[src/rtl/bluetooth_at_pkg.sv]
// Shared constants for the BLE UART AT command encoder: ASCII codes, command
// codes, FSM state encodings and the AT prefix ROM.
package bluetooth_at_pkg;

    // ASCII characters used by the AT command prefix and terminator
    localparam logic [7:0] ASCII_A    = 8'h41;
    localparam logic [7:0] ASCII_B    = 8'h42;
    localparam logic [7:0] ASCII_E    = 8'h45;
    localparam logic [7:0] ASCII_L    = 8'h4C;
    localparam logic [7:0] ASCII_R    = 8'h52;
    localparam logic [7:0] ASCII_T    = 8'h54;
    localparam logic [7:0] ASCII_U    = 8'h55;
    localparam logic [7:0] ASCII_X    = 8'h58;
    localparam logic [7:0] ASCII_PLUS = 8'h2B;
    localparam logic [7:0] ASCII_EQ   = 8'h3D;
    localparam logic [7:0] ASCII_CR   = 8'h0D;
    localparam logic [7:0] ASCII_ZERO = 8'h30;

    // command_select codes
    localparam logic [1:0] CMD_INVALID = 2'd0;
    localparam logic [1:0] CMD_TX      = 2'd1;
    localparam logic [1:0] CMD_RX      = 2'd2;
    localparam logic [1:0] CMD_TX_HEX  = 2'd3;

    // FSM states
    localparam logic [1:0] ST_IDLE    = 2'd0;
    localparam logic [1:0] ST_PREFIX  = 2'd1;
    localparam logic [1:0] ST_PAYLOAD = 2'd2;
    localparam logic [1:0] ST_TERM    = 2'd3;

    // "AT+BLEUARTTX=" is 13 bytes; the RX prefix drops the '=' (12 bytes)
    localparam int unsigned PREFIX_LEN   = 13;
    localparam int unsigned PREFIX_IDX_W = 4;

    // Prefix ROM: TX and RX share everything except index 10 and the '='
    function automatic logic [7:0] prefix_byte(input logic [PREFIX_IDX_W-1:0] idx,
                                               input logic is_rx);
        case (idx)
            4'd0:    prefix_byte = ASCII_A;
            4'd1:    prefix_byte = ASCII_T;
            4'd2:    prefix_byte = ASCII_PLUS;
            4'd3:    prefix_byte = ASCII_B;
            4'd4:    prefix_byte = ASCII_L;
            4'd5:    prefix_byte = ASCII_E;
            4'd6:    prefix_byte = ASCII_U;
            4'd7:    prefix_byte = ASCII_A;
            4'd8:    prefix_byte = ASCII_R;
            4'd9:    prefix_byte = ASCII_T;
            4'd10:   prefix_byte = is_rx ? ASCII_R : ASCII_T;
            4'd11:   prefix_byte = ASCII_X;
            4'd12:   prefix_byte = ASCII_EQ;
            default: prefix_byte = 8'h00;
        endcase
    endfunction

endpackage

[src/rtl/nibble_to_ascii_hex.sv]
// Combinational 4-bit value to uppercase ASCII hex digit.
//   nibble  : value 0..15
//   ascii_c : '0'..'9' (0x30..0x39) or 'A'..'F' (0x41..0x46)
module nibble_to_ascii_hex
    import bluetooth_at_pkg::*;
(
    input  logic [3:0] nibble,
    output logic [7:0] ascii_c
);

    assign ascii_c = (nibble < 4'd10) ? (ASCII_ZERO + 8'(nibble))
                                      : (ASCII_A + 8'(nibble - 4'd10));

endmodule

[src/rtl/bluetooth_at_stream_encoder.sv]
// Builds Adafruit BLE UART AT commands (TX raw, RX, TX hex) and streams them
// one ASCII byte per valid/ready handshake toward the UART transmitter.
//   clk, reset_n    : clock (rising edge), async active-low reset
//   start           : request, accepted only while busy=0
//   command_select  : 1=TX raw, 2=RX, 3=TX hex, 0=invalid
//   payload_data    : payload bytes, byte 0 in [7:0] and sent first
//   payload_len     : payload byte count for TX modes (1..MAX_BYTES)
//   out_byte/out_valid/out_ready : byte stream handshake
//   busy            : command in progress
//   done            : one-cycle pulse after the CR handshake
//   error           : one-cycle pulse after a rejected request
module bluetooth_at_stream_encoder
    import bluetooth_at_pkg::*;
#(
    parameter int unsigned MAX_BYTES = 16,
    parameter int unsigned LEN_W     = $clog2(MAX_BYTES + 1)
) (
    input  logic                   clk,
    input  logic                   reset_n,
    input  logic                   start,
    input  logic [1:0]             command_select,
    input  logic [8*MAX_BYTES-1:0] payload_data,
    input  logic [LEN_W-1:0]       payload_len,
    output logic [7:0]             out_byte,
    output logic                   out_valid,
    input  logic                   out_ready,
    output logic                   busy,
    output logic                   done,
    output logic                   error
);

    logic [1:0]              state_q, state_d;
    logic [PREFIX_IDX_W-1:0] idx_q, idx_d;
    logic [LEN_W-1:0]        cnt_q, cnt_d;
    logic                    phase_q, phase_d;
    logic [1:0]              cmd_q, cmd_d;
    logic [8*MAX_BYTES-1:0]  data_q, data_d;
    logic [LEN_W-1:0]        len_q, len_d;
    logic [7:0]              out_byte_d;
    logic                    out_valid_d, busy_d, done_d, error_d;

    logic                    is_rx, is_hex, xfer, req_bad, pay_last, prefix_last;
    logic [LEN_W-1:0]        sel_cnt;
    logic                    sel_phase;
    int unsigned             sel_idx;
    logic [7:0]              sel_byte, hex_char, pay_char;

    assign is_rx  = (cmd_q == CMD_RX);
    assign is_hex = (cmd_q == CMD_TX_HEX);
    assign xfer   = out_valid & out_ready;

    // Request is rejected for an invalid code or an out-of-range TX length
    assign req_bad = (command_select == CMD_INVALID) ||
                     (((command_select == CMD_TX) || (command_select == CMD_TX_HEX)) &&
                      ((payload_len == '0) || (payload_len > LEN_W'(MAX_BYTES))));

    assign prefix_last = (idx_q == (is_rx ? PREFIX_IDX_W'(PREFIX_LEN - 2)
                                          : PREFIX_IDX_W'(PREFIX_LEN - 1)));
    assign pay_last    = (cnt_q == (len_q - LEN_W'(1))) && (!is_hex || phase_q);

    // Payload position to present after the current transfer
    always_comb begin
        sel_cnt   = cnt_q;
        sel_phase = 1'b0;
        if (state_q == ST_PREFIX) begin
            sel_cnt = '0;
        end else if (is_hex && !phase_q) begin
            sel_phase = 1'b1;
        end else begin
            sel_cnt = cnt_q + LEN_W'(1);
        end
    end

    // Clamp keeps the unused look-ahead past the last byte in range
    assign sel_idx  = (sel_cnt < LEN_W'(MAX_BYTES)) ? 32'(sel_cnt) : 32'd0;
    assign sel_byte = data_q[8*sel_idx +: 8];

    nibble_to_ascii_hex u_hex (
        .nibble  (sel_phase ? sel_byte[3:0] : sel_byte[7:4]),
        .ascii_c (hex_char)
    );

    assign pay_char = is_hex ? hex_char : sel_byte;

    // Next-state and next-output logic
    always_comb begin
        state_d     = state_q;
        idx_d       = idx_q;
        cnt_d       = cnt_q;
        phase_d     = phase_q;
        cmd_d       = cmd_q;
        data_d      = data_q;
        len_d       = len_q;
        out_byte_d  = out_byte;
        out_valid_d = out_valid;
        busy_d      = busy;
        done_d      = 1'b0;
        error_d     = 1'b0;

        case (state_q)
            ST_IDLE: begin
                if (start) begin
                    cmd_d  = command_select;
                    data_d = payload_data;
                    len_d  = payload_len;
                    if (req_bad) begin
                        error_d = 1'b1;
                    end else begin
                        state_d     = ST_PREFIX;
                        idx_d       = '0;
                        cnt_d       = '0;
                        phase_d     = 1'b0;
                        out_byte_d  = prefix_byte('0, command_select == CMD_RX);
                        out_valid_d = 1'b1;
                        busy_d      = 1'b1;
                    end
                end
            end
            ST_PREFIX: begin
                if (xfer) begin
                    if (!prefix_last) begin
                        idx_d      = idx_q + PREFIX_IDX_W'(1);
                        out_byte_d = prefix_byte(idx_q + PREFIX_IDX_W'(1), is_rx);
                    end else if (is_rx) begin
                        state_d    = ST_TERM;
                        out_byte_d = ASCII_CR;
                    end else begin
                        state_d    = ST_PAYLOAD;
                        cnt_d      = sel_cnt;
                        phase_d    = sel_phase;
                        out_byte_d = pay_char;
                    end
                end
            end
            ST_PAYLOAD: begin
                if (xfer) begin
                    if (pay_last) begin
                        state_d    = ST_TERM;
                        out_byte_d = ASCII_CR;
                    end else begin
                        cnt_d      = sel_cnt;
                        phase_d    = sel_phase;
                        out_byte_d = pay_char;
                    end
                end
            end
            ST_TERM: begin
                if (xfer) begin
                    state_d     = ST_IDLE;
                    out_byte_d  = 8'h00;
                    out_valid_d = 1'b0;
                    busy_d      = 1'b0;
                    done_d      = 1'b1;
                end
            end
            default: state_d = ST_IDLE;
        endcase
    end

    // State and output registers
    always_ff @(posedge clk or negedge reset_n) begin
        if (!reset_n) begin
            state_q   <= ST_IDLE;
            idx_q     <= '0;
            cnt_q     <= '0;
            phase_q   <= 1'b0;
            cmd_q     <= '0;
            data_q    <= '0;
            len_q     <= '0;
            out_byte  <= 8'h00;
            out_valid <= 1'b0;
            busy      <= 1'b0;
            done      <= 1'b0;
            error     <= 1'b0;
        end else begin
            state_q   <= state_d;
            idx_q     <= idx_d;
            cnt_q     <= cnt_d;
            phase_q   <= phase_d;
            cmd_q     <= cmd_d;
            data_q    <= data_d;
            len_q     <= len_d;
            out_byte  <= out_byte_d;
            out_valid <= out_valid_d;
            busy      <= busy_d;
            done      <= done_d;
            error     <= error_d;
        end
    end

endmodule

[config.mk]
export PLATFORM = sky130hd
export DESIGN_NAME = bluetooth_at_stream_encoder
export DESIGN_NICKNAME = d
export VERILOG_FILES = /design/src/rtl/bluetooth_at_pkg.sv /design/src/rtl/nibble_to_ascii_hex.sv /design/src/rtl/bluetooth_at_stream_encoder.sv
export SDC_FILE = /design/constraint.sdc
export NUM_CORES = 1
export LEC_CHECK = 0
export ABC_AREA = 1
export BUFFER_PORTS_ARGS = -buffer_cell sky130_fd_sc_hd__buf_2
export CAP_MARGIN = 20
export CORE_ASPECT_RATIO = 0.9
export CORE_MARGIN = 10
export CORE_UTILIZATION = 50
export DETAILED_ROUTE_END_ITERATION = 10
export PLACE_DENSITY = 0.73
export SLEW_MARGIN = 20
export SYNTH_ARGS = -nofsm -noshare
export SYNTH_HDL_FRONTEND = slang
export SYNTH_SLANG_ARGS = --single-unit
[constraint.sdc]
create_clock -name clk -period 4.56 [get_ports clk]
set_clock_uncertainty 0.15 [all_clocks]
set_input_delay 0.228 -clock clk [delete_from_list [all_inputs] [get_ports clk]]
set_output_delay 0.228 -clock clk [all_outputs]
set_load 0.005 [all_outputs]
==> results.py, run 1 <==
metrics = {
    "sta": {
        "hold_viol": 0,
        "period_minus_slack_ns": 4.17,
        "fmax_mhz": 240,
        "min_period_over_period_pct": 91.3,
        "setup-tns-final_ns": 0,
        "slew_headroom_pct": 41.7,
        "drv_slew": 0,
        "worst_pin_slew_ns": 0.874,
        "final-setup-viol-count": 0,
        "rsz0062_at_grt": "false",
    },
    "synth": {
        "yosys-top-cells-area": "dfrtp_1 46%, mux2_2 11%, nand2_1 8.8%, nand3_1 8.3%, inv_1 4.5%",
        "ys_warn_count": 0,
        "ys_async_sr_fraction_pct": 100,
        "synth.cell_area_sq_um": 8580,
        "synth_top_cell_by_area": "dfrtp_1",
        "synth-edff-count": 0,
        "ys_seq_area_share_pct": 46.1,
        "netlist.area_leader.share_pct": 46.1,
        "syn_nets": 1153,
        "avgSynthCellArea_sq_um": 8.60,
        "syn_inst": 998,
        "ys_seq_elements": 158,
        "yosysUniqueCellTypes": 45,
        "yosys_most_used_dff": "dfrtp_1",
    },
    "final_layout": {
        "final_common_cell": "nand2_1",
        "num-nets-final": 1424,
        "syn2layout_area_growth_pct": 33.4,
        "final_cell_mix": "201 x nand2_1, 158 x dfrtp_1, 149 x buf_2",
        "final_layout_size_suffix_gt1_share_pct": 23.8,
        "fin_util_pct": 68.0,
    },
    "place": {
        "gp_congestion": 0.916,
        "io_buffers": 150,
        "hpwl_mm": 17.4,
    },
    "clocking": {
        "clk_pin_slew_ns": 0.07,
        "clk_latency_ns": 0.44,
        "cts_inserted_buffers": 17,
        "postCtsSetupBuffers": 0,
        "ctsHoldBuffers": 138,
        "clockBufferDepth": 2,
        "clkSinkCount": 158,
        "post_cts_resized": 0,
        "cts_tree": "yes",
        "htreeDepth": 4,
        "cts_root_buf": "clkbuf_16",
    },
    "critical_path": {
        "reg2reg_from": "state_q[1]$_DFFE_PN0P_",
        "cp_max_fo": 27,
        "crit_required_ns": 4.74,
        "worstSetupPathType": "flip-flop to flip-flop",
        "cp_slowest_stage_delay_ns": 0.39,
        "cp_slowest_cell": "dfrtp_1",
        "r2r_slack_ns": 0.39,
        "cp.buffers_inverters": 6,
        "reg2reg_depth": 23,
        "worstPathArrival_ns": 4.35,
        "cp_top_family": "simple AND/OR/NAND/NOR gates",
        "cp-start-kind": "flip-flop",
        "cp_cell_sequence": "inv_1 > ha_1 > inv_2 > nand3_4 > nand2_4 > clkinv_2 > nand3_1 > nand3_1 > nand3_1 > nand3_1 > nand2_1 > ha_1 > inv_1 > ha_1 > inv_1 > nor3_1 > inv_1 > nand2_1 > nand3_1 > nand2_1 > nand2_1 > nand2_1 > nand2_1",
        "endpoint_kind": "flip-flop",
        "rr_endpoint": "out_byte[4]$_DFFE_PN0P_",
        "path_common_cell": "nand2_1",
    },
    "routing": {
        "dr.max_layer_used": "met4",
        "met1Wirelength_mm": 11.6,
        "vias_per_cell": 5.39,
        "wl_per_cell_microns": 18.4,
        "drtIter0Drc": 784,
        "ant_nets": 0,
        "drc": 0,
        "route.met3.wl_mm": 1.83,
        "firstDrtPassIters": 6,
        "wl_mm": 27.4,
        "dr_wl_met2_mm": 13.4,
        "route.vias.total": 8059,
    },
    "floorplanning": {
        "die_area_sq_um": 22800,
        "rows": 45,
        "die_h_microns": 144,
        "die_w_microns": 158,
        "start_util_pct": 51.0,
        "io_pins": 151,
        "core_sq_um": 16800,
    },
    "status": {
        "run_status": "complete, no violations",
    },
    "power_and_ir_drop": {
        "ir_drop_uv": 403,
        "leakage_nw": 5.70,
        "cellPowerDensity_nw_per_um2": 745,
    },
    "global_route": {
        "antenna_found_initial": 1,
        "grt-ovfl-total": 0,
        "grt_pass1_wl_mm": 44.0,
        "grt_max_degree": 90,
        "grt_pass1_vias": 8075,
        "track_usage_pct": 24.7,
    },
    "hold_path": {
        "hold_class": "primary input to async pin",
    },
    "flow_run": {
        "maxCapViolCount": 0,
    },
}
-- synth_stat cells, types with 2 or more instances --
| cell | instances |
|---|---|
| o31ai_1 | 2 |
| clkbuf_1 | 18 |
| o21ai_0 | 27 |
| xnor2_1 | 5 |
| buf_2 | 7 |
| nor4_1 | 2 |
| ha_1 | 16 |
| clkinv_1 | 2 |
| nand2_1 | 202 |
| a21oi_1 | 61 |
| inv_1 | 103 |
| nand3b_1 | 11 |
| nand2_2 | 9 |
| inv_2 | 6 |
| nor2_1 | 77 |
| buf_4 | 7 |
| o21ai_1 | 5 |
| nor3_1 | 4 |
| o2111ai_1 | 2 |
| mux2_2 | 87 |
| nand3_2 | 2 |
| o211ai_1 | 3 |
| buf_1 | 3 |
| nor2_4 | 2 |
| dfrtp_1 | 158 |
| nand2_4 | 3 |
| nand4_1 | 5 |
| buf_6 | 7 |
| o22ai_1 | 2 |
| xor2_1 | 4 |
| nand3_1 | 142 |
-- metal layers --
layer	up-vias	global-route usage, %
met4	0	8.67
met3	45	6.12
li1	3821	-
met2	277	40.4
met1	3916	31.1
met5	-	0
-- how the worst max path moves through the flow --
stage,start,to,slack [ns],depth (start not counted)
3_5_place_dp,state_q[1]$_DFFE_PN0P_,out_byte[4]$_DFFE_PN0P_,0.45,23
6_report,state_q[1]$_DFFE_PN0P_,out_byte[4]$_DFFE_PN0P_,0.39,23
2_1_floorplan,state_q[1]$_DFFE_PN0P_,out_byte[4]$_DFFE_PN0P_,1.27,27
5_1_grt,state_q[1]$_DFFE_PN0P_,out_byte[4]$_DFFE_PN0P_,0.04,23
4_1_cts,state_q[1]$_DFFE_PN0P_,out_byte[4]$_DFFE_PN0P_,0.43,23
3_3_place_gp,state_q[1]$_DFFE_PN0P_,out_byte[4]$_DFFE_PN0P_,0.64,23
-- kinds of logic (layout without fill, tap and decap cells) --
group | count (synthesis) | after routing | share of synthesized area [%]
simple gates | 466 | 466 | 24.7
flops | 158 | 158 | 46.1
buf+inv | 155 | 439 | 7.84
compound gates | 107 | 107 | 6.71
mux | 87 | 87 | 11.4
fa+ha+maj | 16 | 16 | 2.33
xor+xnor | 9 | 9 | 0.919
other cells | 0 | 1 | 0
-- state kept, by name, summed over array words and instances (netlist names) --
register	cells
cmd_q	2
out_byte	8
busy	1
done	1
len_q	5
idx_q	4
error	1
phase_q	1
state_q	2
cnt_q	5
data_q	128
-- per-stage QoR --
step / worst slack [ns] / cells / hold WS [ns] / area, sq um / power [mW]
finish: 0.395 / 1494 / 0.303 / 11400 / 8.52
global route: 0.0406 / 1494 / 0.352 / 11400 / 9.18
CTS: 0.426 / 1493 / 0.323 / 11400 / 8.43
detailed placement: 0.455 / 1323 / 0.215 / 9420 / 6.76
global placement: 0.641 / 1323 / 0.216 / 9420 / 6.70
floorplan: 1.27 / 998 / -0.218 / 8580 / 5.73
-- report_power, final --
group,internal (mW),total [mW],switching [mW],leakage [nW]
Sequential,2.08,2.51,0.433,1.86
Combinational,1.71,4.45,2.74,3.53
Clock,0.950,1.56,0.606,0.311
Total,4.74,8.52,3.78,5.70
-- layout make-up --
| cell class | instances | area (sq um) |
|---|---|---|
| fillers | 1300 | 5390 |
| flip-flops and latches | 158 | 3950 |
| repair buffers | 294 | 2200 |
| clock inverters | 12 | 181 |
| multi-input cells | 685 | 3960 |
| diodes | 1 | 2.50 |
| clock buffers | 20 | 457 |
| inverters | 113 | 428 |
| well taps | 211 | 264 |
Power figures use the tool's default switching activity.
==> run 2, diff against run 1 <==
PLACE_DENSITY = 0.72   (was 0.73)
SYNTH_HIERARCHICAL = 1   (was unset)
==> run 2 against run 1 <==
Final area increased by 0.24%. Global-route usage is 0.31 points lower. Via count rose by 0.11%. Synthesized area up 0.58%. Clock power shrank 12%. Register-to-register slack gained 0.12 ns. Utilization is 0.064 points lower. Flip-flop and latch count did not move. Critical endpoint unchanged.
==> results.py, run 2 <==
metrics = {
    "final_layout": {
        "regMostFlops": "data_q",
        "syn2layout_area_growth_pct": 32.9,
        "final_layout_size_suffix_gt1_share_pct": 23.7,
        "multi_input_area_sq_um": 4020,
        "num-nets-final": 1440,
        "largest_reg_flops": 128,
        "final_common_cell": "nand2_1",
        "instances_no_fill": 1511,
        "regArea_sq_um": 3950,
        "fillerInstances": 1309,
        "top_regs": "data_q: 128 flops, out_byte: 8 flops",
        "final_cell_mix": "201 x nand2_1, 158 x dfrtp_1, 149 x buf_2",
    },
    "power_and_ir_drop": {
        "swShare_pct": 22.6,
        "leakage_nw": 6.03,
        "cellPowerDensity_nw_per_um2": 258,
        "total_power_mw": 2.96,
        "p_int_mw": 2.29,
        "seqPwrFrac_pct": 47.3,
        "p_clk_share_pct": 46.1,
        "combinationalPowerShare_pct": 6.6,
        "ir_drop_uv": 263,
        "power.switching_mw": 0.669,
    },
    "critical_path": {
        "rr_endpoint": "out_byte[4]$_DFFE_PN0P_",
        "path_common_cell": "nand2_1",
        "reg2reg_depth": 26,
        "cp_slowest_cell": "dfrtp_1",
        "cp_max_fo": 11,
        "worstSetupPathType": "flip-flop to flip-flop",
        "reg2reg_from": "state_q[1]$_DFFE_PN0P_",
        "r2r_slack_ns": 0.52,
        "cp-start-kind": "flip-flop",
        "endpoint_kind": "flip-flop",
        "cp_slowest_stage_delay_ns": 0.43,
        "crit_required_ns": 4.74,
        "worstPathArrival_ns": 4.22,
    },
    "global_route": {
        "grt_use_met1_pct": 32.1,
        "grt_pass1_vias": 8028,
        "track_usage_pct": 24.4,
        "gr-max-usage-layer": "met2",
        "grt_pass1_wl_mm": 43.5,
        "antenna_found_initial": 2,
        "grt-ovfl-total": 0,
        "met3_usage_pct": 5.49,
        "grtUsageMet2_pct": 38.2,
        "grt_max_degree": 105,
    },
    "floorplanning": {
        "die_w_microns": 158,
        "core_sq_um": 16900,
        "start_util_pct": 51.1,
        "rows": 45,
        "die_h_microns": 145,
        "die_area_sq_um": 22900,
        "io_pins": 151,
    },
    "sta": {
        "hold-worst-slack_ns": 0.329,
        "final-setup-viol-count": 0,
        "setup-tns-final_ns": 0,
        "setup_slack_ns": 0.516,
        "min_period_over_period_pct": 88.7,
        "fmax_mhz": 247,
        "drv_slew": 0,
        "slew_headroom_pct": 37.9,
        "period_minus_slack_ns": 4.04,
        "worst_pin_slew_ns": 0.932,
        "hold_viol": 0,
        "rsz0062_at_grt": "false",
    },
    "routing": {
        "route.vias.total": 8068,
        "wl_mm": 27.0,
        "drtIter0Drc": 825,
        "ant_nets": 0,
        "vias_per_cell": 5.34,
        "firstDrtPassIters": 5,
        "drc": 0,
        "wl_per_cell_microns": 17.9,
    },
    "place": {
        "io_buffers": 150,
        "dp_slack_ns": 0.320,
        "dp_cells": 1339,
        "hpwl_mm": 17.6,
        "gp_congestion": 0.963,
    },
    "synth": {
        "yosys-top-cells-area": "dfrtp_1 46%, mux2_2 11%, nand2_1 8.8%, nand3_1 7.5%, inv_1 4.4%",
        "yosys_most_used_dff": "dfrtp_1",
        "ys_seq_area_share_pct": 45.8,
        "synth_most_common_cell": "nand2_1",
        "synth_top_family_by_area": "simple AND/OR/NAND/NOR gates",
        "synth_compound_area_share_pct": 7.22,
        "ys_warn_count": 6,
        "syn_inst": 1010,
        "synth-xor-area-share_pct": 1.12,
        "synth.cell_area_sq_um": 8630,
        "yosysUniqueCellTypes": 42,
        "ys_seq_elements": 158,
        "synth_mux_area_share_pct": 11.2,
        "netlist.area_leader.share_pct": 45.8,
        "avgSynthCellArea_sq_um": 8.55,
        "yosys.area_share.simple_pct": 24.4,
        "synth_commonest_cells": "203 x nand2_1, 158 x dfrtp_1, 130 x nand3_1",
        "ys_async_sr_fraction_pct": 100,
        "synth-edff-count": 0,
        "synth_fa_ha_area_share_pct": 2.32,
        "syn_nets": 1165,
        "synth_top_cell_by_area": "dfrtp_1",
    },
    "clocking": {
        "cts_tree": "yes",
        "clk_latency_ns": 0.43,
        "clkSinkCount": 158,
        "htreeDepth": 4,
        "postCtsSetupBuffers": 0,
        "cts_inserted_buffers": 17,
        "clockBufferDepth": 2,
        "clk_pin_slew_ns": 0.07,
        "cts_root_buf": "clkbuf_16",
    },
    "flow_run": {
        "maxCapViolCount": 0,
    },
    "status": {
        "run_status": "complete, no violations",
    },
    "hold_path": {
        "hold_class": "primary input to async pin",
    },
}
==> run 2: worst max-delay path by stage <==
| stage | from | end | slack (ns) | depth (start not counted) |
|---|---|---|---|---|
| 5_1_grt | state_q[1]$_DFFE_PN0P_ | out_byte[5]$_DFFE_PN0P_ | 0.09 | 26 |
| 4_1_cts | state_q[1]$_DFFE_PN0P_ | out_byte[3]$_DFFE_PN0P_ | 0.30 | 24 |
| 3_3_place_gp | state_q[1]$_DFFE_PN0P_ | out_byte[3]$_DFFE_PN0P_ | 0.48 | 25 |
| 6_report | state_q[1]$_DFFE_PN0P_ | out_byte[4]$_DFFE_PN0P_ | 0.52 | 26 |
| 3_5_place_dp | state_q[1]$_DFFE_PN0P_ | out_byte[3]$_DFFE_PN0P_ | 0.32 | 25 |
| 2_1_floorplan | state_q[1]$_DFFE_PN0P_ | out_byte[4]$_DFFE_PN0P_ | 1.10 | 27 |
==> run 2: final cells by class <==
class,count,share of cell area (%)
Antenna cell,2,0.0436
Clock buffer,21,3.93
Clock inverter,11,0.949
Inverter,110,3.64
Multi-Input combinational cell,696,35.0
Sequential cell,158,34.5
Tap cell,211,2.30
Timing Repair Buffer,302,19.7
==> run 2: kinds of logic (layout without fill, tap and decap cells) <==
family                   Yosys count  count (layout)
buffers and inverters            156             444
AO/OA/AOI/OAI                    116             116
multiplexers                      86              86
AND/OR/NAND/NOR                  466             466
other                              1               3
XOR/XNOR                          11              11
adder cells (fa/ha/maj)           16              16
flip-flops                       158             158
==> run 2: critical path, delay by kind of cell, from the launching register on <==
family	cells	cell delay [ns]
AO/OA/AOI/OAI	3	0.57
adder cells (fa/ha/maj)	3	0.76
buffers and inverters	6	0.66
flip-flops	1	0.43
AND/OR/NAND/NOR	14	1.36
==> run 2: power by group through the flow <==
stage | Clock, mW | Sequential, mW | Combinational (mW)
global route | 1.44 | 1.40 | 0.211
CTS | 1.38 | 1.40 | 0.187
global placement | 0 | 1.43 | 0.0961
detailed placement | 0 | 1.43 | 0.0966
floorplan | 0 | 1.43 | 0.00413
finish | 1.37 | 1.40 | 0.194
==> run 2: metal layers <==
layer  share of wire, %  vias to the layer above
met5                  0                        -
met4                2.8                        0
met3                8.0                       54
met2                 47                      388
met1                 42                     3760
li1                   -                     3866
==> run 2: per-stage QoR <==
| step | cell area (sq um) | util, % |
|---|---|---|
| 5_1_grt | 11500 | 67.9 |
| 3_3_place_gp | 9510 | 56.3 |
| 3_5_place_dp | 9510 | 56.3 |
| 4_1_cts | 11500 | 67.8 |
| 6_report | 11500 | 67.9 |
| 2_1_floorplan | 8630 | - |
==> run 2: timing repair <==
action                     4_1_cts  5_1_grt
setup endpoints to repair        0        7
resized for setup                0        4
hold buffers                   138        0
hold endpoints to repair       240        0
